$ cat config.mk
export PLATFORM = sky130hd
export DESIGN_NAME = instr_fetch
export DESIGN_NICKNAME = d
export VERILOG_FILES = /design/src/rtl/instr_fetch_pkg.sv /design/src/rtl/instr_fetch_prog_mem.sv /design/src/rtl/instr_fetch.sv
export SDC_FILE = /design/constraint.sdc
export NUM_CORES = 1
export LEC_CHECK = 0
export ABC_AREA = 1
export ABC_CLOCK_PERIOD_IN_PS = 2640
export CORE_ASPECT_RATIO = 1.1
export CORE_UTILIZATION = 50
export CTS_BUF_LIST = sky130_fd_sc_hd__clkbuf_8
export DETAILED_ROUTE_END_ITERATION = 10
export GPL_ROUTABILITY_DRIVEN = 0
export PLACE_DENSITY_LB_ADDON = 0.2
export SLEW_MARGIN = 20
export SYNTH_ARGS = -nofsm -noshare
export SYNTH_HDL_FRONTEND = slang
export SYNTH_HIERARCHICAL = 1
export SYNTH_SLANG_ARGS = --single-unit
$ cat constraint.sdc
create_clock -name clk -period 2.64 [get_ports clk]
set_input_delay 0.792 -clock clk [delete_from_list [all_inputs] [get_ports clk]]
set_output_delay 0.792 -clock clk [all_outputs]
set_load 0.01 [all_outputs]
$ cat src/rtl/instr_fetch_pkg.sv
// ---------------------------------------------------------------------------
// instr_fetch_pkg
//   Shared definitions for the fetch/branch stage: default widths, flow-control
//   opcodes (top nibble of an instruction) and the fetch FSM state encoding.
// ---------------------------------------------------------------------------
package instr_fetch_pkg;

    localparam int unsigned INSTR_W = 16;
    localparam int unsigned ADDR_W  = 5;
    localparam int unsigned OP_W    = 4;

    // Flow-control opcodes; every other opcode is passed through to execute.
    localparam logic [OP_W-1:0] OP_HALT = 4'hF;
    localparam logic [OP_W-1:0] OP_JMP  = 4'hE;
    localparam logic [OP_W-1:0] OP_JZ   = 4'hD;
    localparam logic [OP_W-1:0] OP_CALL = 4'hC;
    localparam logic [OP_W-1:0] OP_RET  = 4'hB;

    typedef enum logic [1:0] {
        ST_IDLE  = 2'd0,
        ST_RUN   = 2'd1,
        ST_FLUSH = 2'd2,
        ST_HALT  = 2'd3
    } state_e;

endpackage

$ cat src/rtl/instr_fetch_prog_mem.sv
// ---------------------------------------------------------------------------
// instr_fetch_prog_mem
//   Program store: (1 << ADDR_W) x DATA_W words, one synchronous write port and
//   one registered read port. The read register is the fetch stage's ir and is
//   cleared by reset; the array contents are not.
// Ports
//   clk, rstn   clock, asynchronous active-low reset (read register only)
//   we/waddr/wdata  write port
//   raddr       read address (the counter's current PC)
//   rdata       registered read data, mem[raddr] of the previous cycle
// ---------------------------------------------------------------------------
module instr_fetch_prog_mem #(
    parameter int unsigned ADDR_W = 5,
    parameter int unsigned DATA_W = 16
) (
    input  logic              clk,
    input  logic              rstn,
    input  logic              we,
    input  logic [ADDR_W-1:0] waddr,
    input  logic [DATA_W-1:0] wdata,
    input  logic [ADDR_W-1:0] raddr,
    output logic [DATA_W-1:0] rdata
);

    localparam int unsigned DEPTH = 32'(1) << ADDR_W;

    logic [DATA_W-1:0] mem_q [DEPTH];
    logic [DATA_W-1:0] rdata_q;
    logic [DATA_W-1:0] rdata_d;

    // Storage array: no reset, written only when the owner allows it.
    always_ff @(posedge clk) begin
        if (we) begin
            mem_q[waddr] <= wdata;
        end
    end

    always_comb begin
        rdata_d = mem_q[raddr];
    end

    // Read register; a same-cycle write is seen on the following read.
    always_ff @(posedge clk or negedge rstn) begin
        if (!rstn) begin
            rdata_q <= '0;
        end else begin
            rdata_q <= rdata_d;
        end
    end

    assign rdata = rdata_q;

endmodule

$ cat src/rtl/instr_fetch.sv
// ---------------------------------------------------------------------------
// instr_fetch
//   Fetch/branch stage wrapped around a free-running program counter. Reads the
//   program store at cnt, decodes flow-control opcodes one cycle later and
//   requests counter loads; all other instructions go to execute.
// Ports
//   clk, rstn            clock, asynchronous active-low reset
//   run                  start pulse (honoured in IDLE/HALT)
//   cnt, cnt_store       counter PC and its captured return address
//   zero_flag            execute-stage zero flag, used only by JZ decode
//   prog_we/waddr/wdata  program write port (honoured in IDLE/HALT)
//   cnt_load, cnt_val    one-cycle counter load request and target
//   instr_out, instr_valid  instruction to execute and its valid
//   halted               high while in HALT
// ---------------------------------------------------------------------------
module instr_fetch #(
    parameter int unsigned       INSTR_W    = instr_fetch_pkg::INSTR_W,
    parameter int unsigned       ADDR_W     = instr_fetch_pkg::ADDR_W,
    parameter logic [ADDR_W-1:0] START_ADDR = '0
) (
    input  logic               clk,
    input  logic               rstn,
    input  logic               run,
    input  logic [ADDR_W-1:0]  cnt,
    input  logic [ADDR_W-1:0]  cnt_store,
    input  logic               zero_flag,
    input  logic               prog_we,
    input  logic [ADDR_W-1:0]  prog_waddr,
    input  logic [INSTR_W-1:0] prog_wdata,
    output logic               cnt_load,
    output logic [ADDR_W-1:0]  cnt_val,
    output logic [INSTR_W-1:0] instr_out,
    output logic               instr_valid,
    output logic               halted
);

    import instr_fetch_pkg::OP_W;
    import instr_fetch_pkg::OP_HALT;
    import instr_fetch_pkg::OP_JMP;
    import instr_fetch_pkg::OP_JZ;
    import instr_fetch_pkg::OP_CALL;
    import instr_fetch_pkg::OP_RET;
    import instr_fetch_pkg::state_e;
    import instr_fetch_pkg::ST_IDLE;
    import instr_fetch_pkg::ST_RUN;
    import instr_fetch_pkg::ST_FLUSH;
    import instr_fetch_pkg::ST_HALT;

    state_e             state_q;
    state_e             state_d;
    logic [INSTR_W-1:0] ir_q;
    logic [OP_W-1:0]    opcode;
    logic [ADDR_W-1:0]  target;
    logic               prog_open;
    logic               mem_we;

    // Program may only change while nothing is being fetched for execution.
    assign prog_open = (state_q == ST_IDLE) || (state_q == ST_HALT);
    assign mem_we    = prog_we && prog_open;

    instr_fetch_prog_mem #(
        .ADDR_W (ADDR_W),
        .DATA_W (INSTR_W)
    ) u_prog_mem (
        .clk   (clk),
        .rstn  (rstn),
        .we    (mem_we),
        .waddr (prog_waddr),
        .wdata (prog_wdata),
        .raddr (cnt),
        .rdata (ir_q)
    );

    assign opcode = ir_q[INSTR_W-1 -: OP_W];
    assign target = ir_q[ADDR_W-1:0];

    // State register.
    always_ff @(posedge clk or negedge rstn) begin
        if (!rstn) begin
            state_q <= ST_IDLE;
        end else begin
            state_q <= state_d;
        end
    end

    // Next state and decode. Every load is followed by one FLUSH cycle because
    // the word already in ir was fetched from the pre-load address.
    always_comb begin
        state_d     = state_q;
        cnt_load    = 1'b0;
        cnt_val     = '0;
        instr_out   = '0;
        instr_valid = 1'b0;

        case (state_q)
            ST_IDLE, ST_HALT: begin
                if (run) begin
                    cnt_load = 1'b1;
                    cnt_val  = START_ADDR;
                    state_d  = ST_FLUSH;
                end
            end

            ST_FLUSH: begin
                state_d = ST_RUN;
            end

            ST_RUN: begin
                case (opcode)
                    OP_HALT: begin
                        state_d = ST_HALT;
                    end
                    OP_JMP, OP_CALL: begin
                        cnt_load = 1'b1;
                        cnt_val  = target;
                        state_d  = ST_FLUSH;
                    end
                    OP_JZ: begin
                        // Untaken JZ is a bubble; the counter already points past it.
                        if (zero_flag) begin
                            cnt_load = 1'b1;
                            cnt_val  = target;
                            state_d  = ST_FLUSH;
                        end
                    end
                    OP_RET: begin
                        cnt_load = 1'b1;
                        cnt_val  = cnt_store;
                        state_d  = ST_FLUSH;
                    end
                    default: begin
                        instr_out   = ir_q;
                        instr_valid = 1'b1;
                    end
                endcase
            end

            default: begin
                state_d = ST_IDLE;
            end
        endcase
    end

    assign halted = (state_q == ST_HALT);

endmodule
# Word level (Yosys, flattened, before mapping)
# Memory sizes are Yosys's and may differ from the RTL's. A register that Yosys moved wholly into a read port is not among the register bits.
# Index checks and enable logic that the tools add are counted.
# W data, S select, Z words.
[word_totals]
register_bits = 2
ram_bits = 512
in_bits = 36
memories = 1
[classes]
n_eq_ne = 11
n_mux = 17
reduce_logical = 9
[memory_table]
columns = ["memory", "depth", "word_bits", "read_ports", "rd_clocked_by_memory_dff", "wr", "line", "rtl"]
rows = [
  ["u_prog_mem.mem_q", 32, 16, 1, 1, 1, "instr_fetch_prog_mem.sv:27", "logic [DATA_W-1:0] mem_q [DEPTH];"],
]
[ops]
columns = ["op", "count"]
rows = [
  ["$mux W16", 2],
  ["$eq A4 B4 Y1 const B", 5],
  ["$pmux W5 S3", 1],
  ["$pmux W2 S3", 2],
  ["$mux W5", 2],
  ["$mux W1", 6],
  ["$reduce_or A5 Y1", 1],
  ["$eq A2 B2 Y1 const B", 2],
  ["$mux W2", 2],
  ["$ne A4 B3 Y1 const B", 1],
  ["$pmux W1 S2", 2],
  ["$reduce_or A2 Y1", 2],
  ["$ne A3 B3 Y1 const B", 1],
  ["$reduce_and A3 Y1", 1],
  ["$reduce_or A3 Y1", 1],
  ["$eq A2 B1 Y1 const B", 1],
  ["$logic_not A2 Y1", 1],
  ["$ne A2 B2 Y1 const B", 1],
  ["$logic_and A1 B1 Y1", 1],
  ["$logic_not A1 Y1", 1],
  ["$logic_or A1 B1 Y1", 1],
]

# Logic depth before layout (Yosys ltp)
# Gate-level depths: netlist of the first run.
[depth]
word_depth = 5
depth_mapped = 12

# By module
# The synthesis of the first run kept the hierarchy.
[by_module_without_submodules]
columns = ["mod", "n_inst", "cells_per_inst", "area_per_inst_um2"]
rows = [
  ["instr_fetch_prog_mem", 1, 1794, 21381.8],
  ["instr_fetch", 1, 95, 498.0],
]

# Worst setup path after synthesis of the first run
# No wires, ideal clock.
[synth_timing]
path_kind = "input to register"
startpoint = "in prog_we"
endpoint = "mem u_prog_mem.mem_q[15][0], enable pin"
t_arrival_ns = 1.882
required_time_ns = 2.252
setup_slack_ns = 0.370
cell_stages = 4
path_buffers = 0
cell_sequence = "nand2_1 -> inv_1 -> nand3_1 -> nor2_1"
[synth_via]
elab_chain_cells = 3
[synth_lines]
columns = ["item", "line", "rtl"]
rows = [
  ["start: declaration", "instr_fetch.sv:27", "input logic prog_we,"],
  ["$logic_and A1 B1 Y1", "instr_fetch.sv:59", "assign mem_we = prog_we && prog_open;"],
  ["via mem_we", "instr_fetch.sv:55", "logic mem_we;"],
  ["$mux W1", "instr_fetch_prog_mem.sv:33", "if (we) begin"],
  ["$mux W1 (not written as such)", "instr_fetch_prog_mem.sv:34", "mem_q[waddr] <= wdata;"],
  ["end: declaration", "instr_fetch_prog_mem.sv:27", ""],
]
# The timed path passes the listed nets, and every way through them passes these cells.

# Worst setup path in the final report of the first run
[layout_timing]
startpoint = "reg state_q[1]"
endpoint = "out instr_out[5]"
[layout_via]
elab_chain_cells = 2
[layout_lines]
columns = ["item", "line", "rtl"]
rows = [
  ["start: declaration", "instr_fetch.sv:49", "state_e state_q;"],
  ["start signal: assignment", "instr_fetch.sv:82", "state_q <= state_d;"],
  ["$eq A2 B1 Y1", "instr_fetch.sv:95", "case (state_q)"],
  ["$mux W16", "instr_fetch.sv:95", ""],
  ["end: declaration", "instr_fetch.sv:32", "output logic [INSTR_W-1:0] instr_out,"],
]
# No other way between the ends.

==> impl_metrics.tcl, run 1 <==
set metrics [dict create \
    max-cap-violations 0 \
    critPathTopFamily "flip-flops" \
    end_kind "output port" \
    synth_cells 1889 \
    power_w 0.0176 \
    cts_buffers 82 \
    grt_usage_pct 24.5 \
    pwr_density_cell_nw_per_um2 696 \
    worst_clock_skew_ns 0.0314 \
    cts_buffer_depth 3 \
    synth-seq-area-share_pct 72.3 \
    yosys.area.top_type_share_pct 70.3 \
    synth_top_area_cell "edfxtp_1" \
    hold_viol 0 \
    r2r_start "state_q[1]$_DFFE_PN0P_" \
    h-tree-depth 3 \
    layout-drive-gt1-share_pct 13.0 \
    p_leak_nw 9.63 \
    antenna_found_initial 0 \
    synth_commonest_cells "nand2_1 (740), edfxtp_1 (512), nand3_1 (404), nor2_1 (49), buf_2 (33)" \
    crit_chain "inv_2 -> ha_4 -> inv_6 -> a21oi_4 -> nand2_4 -> buf_12 -> nor2_4 -> buf_6" \
    vias_per_cell 5.43 \
    status "complete, but fails checks" \
    cp_data_required_time_ns 1.85 \
    avgSynthCellArea_um2 11.6 \
    ys_types 26 \
    synth-edff-count 512 \
    cts_tree "built" \
    vias 14500 \
    slowest_delay_ns 0.39 \
    critPathMaxFanout 5 \
    tightestPinTransition_ns 0.535 \
    whs_ns 0.498 \
    cp-startpoint "state_q[1]$_DFFE_PN0P_" \
    cts-root-buf "clkbuf_8" \
    route.detailed.drc 0 \
    r2r_slack_ns 0.51 \
    io_buffer_count 59 \
    synthArstFlopShare_pct 3.40 \
    die_w_um 201 \
    initial_utilization_pct 50.6 \
    period_minus_slack_ns 2.72 \
    hold_class "in2async" \
    crit_buf_inv 4 \
    diodes 0 \
    die_y_um 221 \
    clk_pin_slew_ns 0.06 \
    row_count 80 \
    dpl.hpwl_mm 30.0 \
    grt_pass1_vias 13900 \
    grt_overflow_total 0 \
    violations "negative setup slack" \
    num-nets-final 2070 \
    clk_latency_ns 0.64 \
    antenna_left 0 \
    yosysMostFrequentCell "nand2_1" \
    slowest_stage "dfrtp_1" \
    grt_max_degree 93 \
    ys_warn_count 6 \
    rsz0062_at_grt "yes" \
    slew_headroom_pct 64.3 \
    netlist_area_um2 21900 \
    ctsHoldBuffers 0 \
    ys.flop_type "edfxtp_1" \
    wl_mm 54.2 \
    areaGrowthSynthToFinish_pct 16.0 \
    die_area_um2 44600 \
    vdd_ir_drop_max_uv 311 \
    reg2regPathDepth 8 \
    first_pass_iters 5 \
    drt_iter0_drc 1460 \
    synth_fp_nets 1929 \
    arrival_ns 1.92 \
    drv_slew 0 \
    ys_ff_latch 530 \
    boundaryPins 60 \
    avgRoutedWirePerCell_um 20.3 \
    setup_violations 10 \
    core_area_um2 43200 \
    layout_setup_ws_ns -0.0770 \
    clock-sinks 530 \
    worstSetupPathType "reg2out" \
    finalCritPeriodShare_pct 103 \
    r2r-end "u_prog_mem/mem_q[3][15]$_DFFE_PP_" \
    grt_pass1_wl_mm 81.7 \
    fmaxAchievable_mhz 368 \
    synthTopCellsByArea "edfxtp_1 (70%), nand2_1 (13%), nand3_1 (9.2%)" \
    cp-start-kind "register" \
]
==> area by class of cell <==
cell class | instances | area [µm²]
flip-flops and latches | 530 | 15800
clock inverters | 58 | 300
fillers | 3544 | 17900
inverters | 36 | 154
clock buffers | 88 | 1210
repair buffers | 165 | 1880
well taps | 574 | 718
multi-input cells | 1215 | 5290
==> repair_timing <==
action / in CTS / in global routing
resized for setup: 106 / 35
endpoints found under the setup margin: 23 / 22
gates cloned: 1 / 0
pin swaps: 6 / 10
setup buffers: 12 / 6
==> cell families (layout without fill, tap and decap cells) <==
family / count (synthesis) / after routing / share of synthesized area [%]
buf+inv: 145 / 347 / 4.17
compound gates: 8 / 8 / 0.200
simple gates: 1202 / 1203 / 23.1
flops: 530 / 530 / 72.3
fa+ha+maj: 4 / 4 / 0.229
==> registers in the layout, summed over array words and instances (netlist names) <==
name	cells
u_prog_mem/mem_q	512
state_q	2
u_prog_mem/rdata	16
==> metal layers <==
layer	up-vias	global-route usage, %	wire length [µm]
li1	6814	-	-
met1	7064	33.7	22800
met2	527	39.7	26400
met3	72	4.49	3890
met4	0	7.82	1180
met5	-	0	0
==> worst max path at each step <==
stage	end	slack (ns)	depth (start not counted)
floorplan	u_prog_mem/mem_q[15][0]$_DFFE_PP_	0.37	4
global placement	cnt_val[1]	-0.55	6
detailed placement	cnt_val[2]	-0.59	6
CTS	instr_out[0]	-0.12	8
global route	instr_out[0]	-0.14	8
finish	instr_out[5]	-0.08	8
==> layout by cell type (no fill, tap or decap), drive strengths merged <==
cell type	n
nand2	745
ha	4
clkbuf	90
nand3	405
clkinv	23
clkinvlp	1
clkdlybuf4s50	31
nor4	1
bufinv	2
o21ai	1
edfxtp	512
a21oi	7
dfrtp	18
inv	68
dlygate4sd2	2
nor2	51
buf	129
nand4	1
clkdlybuf4s15	1
==> worst register-to-register path: stages, from the launching register on <==
cell	delay (ns)
dfrtp_1	0.39
buf_4	0.16
ha_4	0.28
nand2_1	0.12
inv_1	0.15
nand3_1	0.10
buf_4	0.20
nor2_1	0.22
buf_12	0.21
==> through the flow <==
step | utilization, % | setup WS [ns] | setup TNS [ns] | instances | cell area (µm²)
CTS | 58.3 | -0.119 | -0.811 | 2661 | 25200
floorplan | - | 0.370 | 0 | 1889 | 21900
global placement | 54.6 | -0.548 | -3.22 | 2502 | 23600
detailed placement | 54.6 | -0.590 | -3.36 | 2502 | 23600
global route | 58.7 | -0.142 | -1.46 | 2666 | 25400
finish | 58.7 | -0.0770 | -0.556 | 2666 | 25400
==> power breakdown <==
group	total (W)	internal (W)	switching, W
logic	0.00189	0.000674	0.00121
clock network	0.00633	0.00327	0.00306
registers	0.00943	0.00938	0.0000502
No activity file was read; power rests on OpenSTA's default activity.
==> run 2, diff against run 1 <==
--- a/config.mk
+++ b/config.mk
@@ -8,11 +8,13 @@
 export ABC_AREA = 1
 export ABC_CLOCK_PERIOD_IN_PS = 2640
 export CORE_ASPECT_RATIO = 1.1
+export CORE_MARGIN = 10
 export CORE_UTILIZATION = 50
 export CTS_BUF_LIST = sky130_fd_sc_hd__clkbuf_8
 export DETAILED_ROUTE_END_ITERATION = 10
 export GPL_ROUTABILITY_DRIVEN = 0
 export PLACE_DENSITY_LB_ADDON = 0.2
+export SETUP_SLACK_MARGIN = 0.2
 export SLEW_MARGIN = 20
 export SYNTH_ARGS = -nofsm -noshare
 export SYNTH_HDL_FRONTEND = slang
==> constraint.sdc (replaced) <==
create_clock -name clk -period 2.64 [get_ports clk]
set_input_delay 0.396 -clock clk [delete_from_list [all_inputs] [get_ports clk]]
set_output_delay 0.396 -clock clk [all_outputs]
set_load 0.01 [all_outputs]
==> run 2 against run 1 <==
The run now ends clean; total power is 0.77% lower; worst setup slack better by 0.35 ns; cell count fell by 0.64%; first-iteration DRC count up 26%; critical path depth shrank 1; critical endpoint is now instr_out[7]; clock power about the same; wire length increased by 4.7%; sequential share of layout area rose by 1.8 points; design area decreased by 2.7%; largest power group unchanged; highest routed layer unchanged.
==> impl_metrics.tcl, run 2 (synthesis results as in run 1) <==
set metrics [dict create \
    end_kind "output port" \
    fin_area_um2 24700 \
    initial_utilization_pct 50.5 \
    period_minus_slack_ns 2.37 \
    cts_buffer_depth 3 \
    grt_overflow_total 0 \
    die_y_um 239 \
    slowest_stage "dfrtp_1" \
    areaGrowthSynthToFinish_pct 12.8 \
    crit_buf_inv 3 \
    crit_chain "ha_4 -> inv_4 -> a21oi_4 -> nand2_4 -> buf_4 -> nor2_1 -> clkbuf_2" \
    clk_latency_ns 0.64 \
    cts_tree "built" \
    boundaryPins 60 \
    max-cap-violations 0 \
    drt_iter0_drc 1840 \
    cp-start-kind "register" \
    p_leak_nw 9.45 \
    largest_register_ffs 512 \
    clk_pin_slew_ns 0.06 \
    mostFrequentLayoutCells "nand2_1 (740), edfxtp_1 (512), nand3_1 (404)" \
    critPathMaxFanout 9 \
    finalCritPeriodShare_pct 89.7 \
    hold_class "in2async" \
    diodes 0 \
    final_common_cell "nand2_1" \
    dpl_cell_area_um2 23100 \
    row_count 80 \
    multi_input_area_um2 5180 \
    status "finished, final reports clean" \
    die_area_um2 52500 \
    io_buffer_count 59 \
    grt_pass1_vias 14000 \
    dpl.hpwl_mm 32.8 \
    vias 14500 \
    arrival_ns 1.97 \
    power_w 0.0175 \
    drv_slew 0 \
    antenna_left 0 \
    slew_headroom_pct 33.9 \
    avgRoutedWirePerCell_um 21.4 \
    h-tree-depth 3 \
    pre_cts_ws_ns 0.168 \
    cts-root-buf "clkbuf_8" \
    num-nets-final 2050 \
    top_register "u_prog_mem/mem_q" \
    tightestPinTransition_ns 0.991 \
    worstSetupPathType "reg2out" \
    ctsHoldBuffers 0 \
    vias_per_cell 5.49 \
    layout_setup_ws_ns 0.272 \
    grt_max_degree 104 \
    critPathTopFamily "flip-flops" \
    die_w_um 219 \
    grt_usage_pct 21.6 \
    pwr_density_cell_nw_per_um2 710 \
    worst_clock_skew_ns 0.0263 \
    regArea_um2 15800 \
    route.detailed.drc 0 \
    hold_viol 0 \
    cp_data_required_time_ns 2.24 \
    layout-drive-gt1-share_pct 11.1 \
    cts_buffers 82 \
    wl_mm 56.8 \
    vdd_ir_drop_max_uv 291 \
    core_area_um2 43300 \
    grt_pass1_wl_mm 85.7 \
    nFillCells 3649 \
    fmaxAchievable_mhz 422 \
    antenna_found_initial 0 \
    clock-sinks 530 \
    first_pass_iters 6 \
    finalSetupTns_ns 0 \
    slowest_delay_ns 0.43 \
    setup_violations 0 \
    rsz0062_at_grt "no" \
]
[run 2: worst reg2reg max path, stage by stage (launching register included)]
cell	delay, ns
dfrtp_1	0.43
inv_1	0.12
ha_4	0.30
nand2_1	0.13
inv_1	0.16
nand3_1	0.15
buf_4	0.20
nor2_1	0.15
buf_4	0.27
[run 2: path summary, 6_finish.rpt]
check | startpoint | end | slack (ns) | cells after the start
max | state_q[0]$_DFFE_PN0P_ | instr_out[7] | 0.27 | 7
min | rstn | u_prog_mem/rdata[8]$_DFF_PN0_ | 0.28 | 1
max reg2reg | state_q[0]$_DFFE_PN0P_ | u_prog_mem/mem_q[14][12]$_DFFE_PP_ | 0.39 | 8
min reg2reg | state_q[0]$_DFFE_PN0P_ | state_q[0]$_DFFE_PN0P_ | 0.60 | 2
max in group asynchronous | rstn | u_prog_mem/rdata[14]$_DFF_PN0_ | 1.71 | 1
min in group clk | run | state_q[1]$_DFFE_PN0P_ | 0.49 | 5
[run 2: layout make-up]
| class | count | share of cell area [%] |
|---|---|---|
| clock buffers | 92 | 5.13 |
| clock inverters | 57 | 1.02 |
| inverters | 36 | 0.603 |
| multi-input cells | 1214 | 21.0 |
| flip-flops and latches | 530 | 64.1 |
| well taps | 574 | 2.91 |
| repair buffers | 146 | 5.22 |
[run 2: power breakdown]
group / internal [W] / switching [W] / leakage [nW] / total [W]
Combinational: 0.000537 / 0.00117 / 3.73 / 0.00171
Clock: 0.00328 / 0.00309 / 0.890 / 0.00636
Sequential: 0.00938 / 0.0000633 / 4.82 / 0.00945
Total: 0.0132 / 0.00432 / 9.45 / 0.0175
[run 2: what timing repair did]
action | CTS | global route
gates resized for setup | 63 | 12
setup buffers | 8 | 0
pin swaps | 1 | 0
setup endpoints to repair | 23 | 17
gates cloned | 0 | 0
[run 2: through the flow]
stage | util, % | hold WS [ns] | cells
finish | 57.0 | 0.278 | 2649
global route | 57.0 | 0.334 | 2649
CTS | 56.9 | 0.285 | 2649
detailed placement | 53.4 | 0.542 | 2492
global placement | 53.4 | 0.527 | 2492
floorplan | - | 0.100 | 1889
[run 2: routing by layer]
layer  track usage, %  vias up  share of wire, %
met2             32.4      669                46
met5                0        -                 0
met4             8.17        0               2.8
met1             30.7     7013                43
li1                 -     6776                 -
met3             4.11       86               8.9
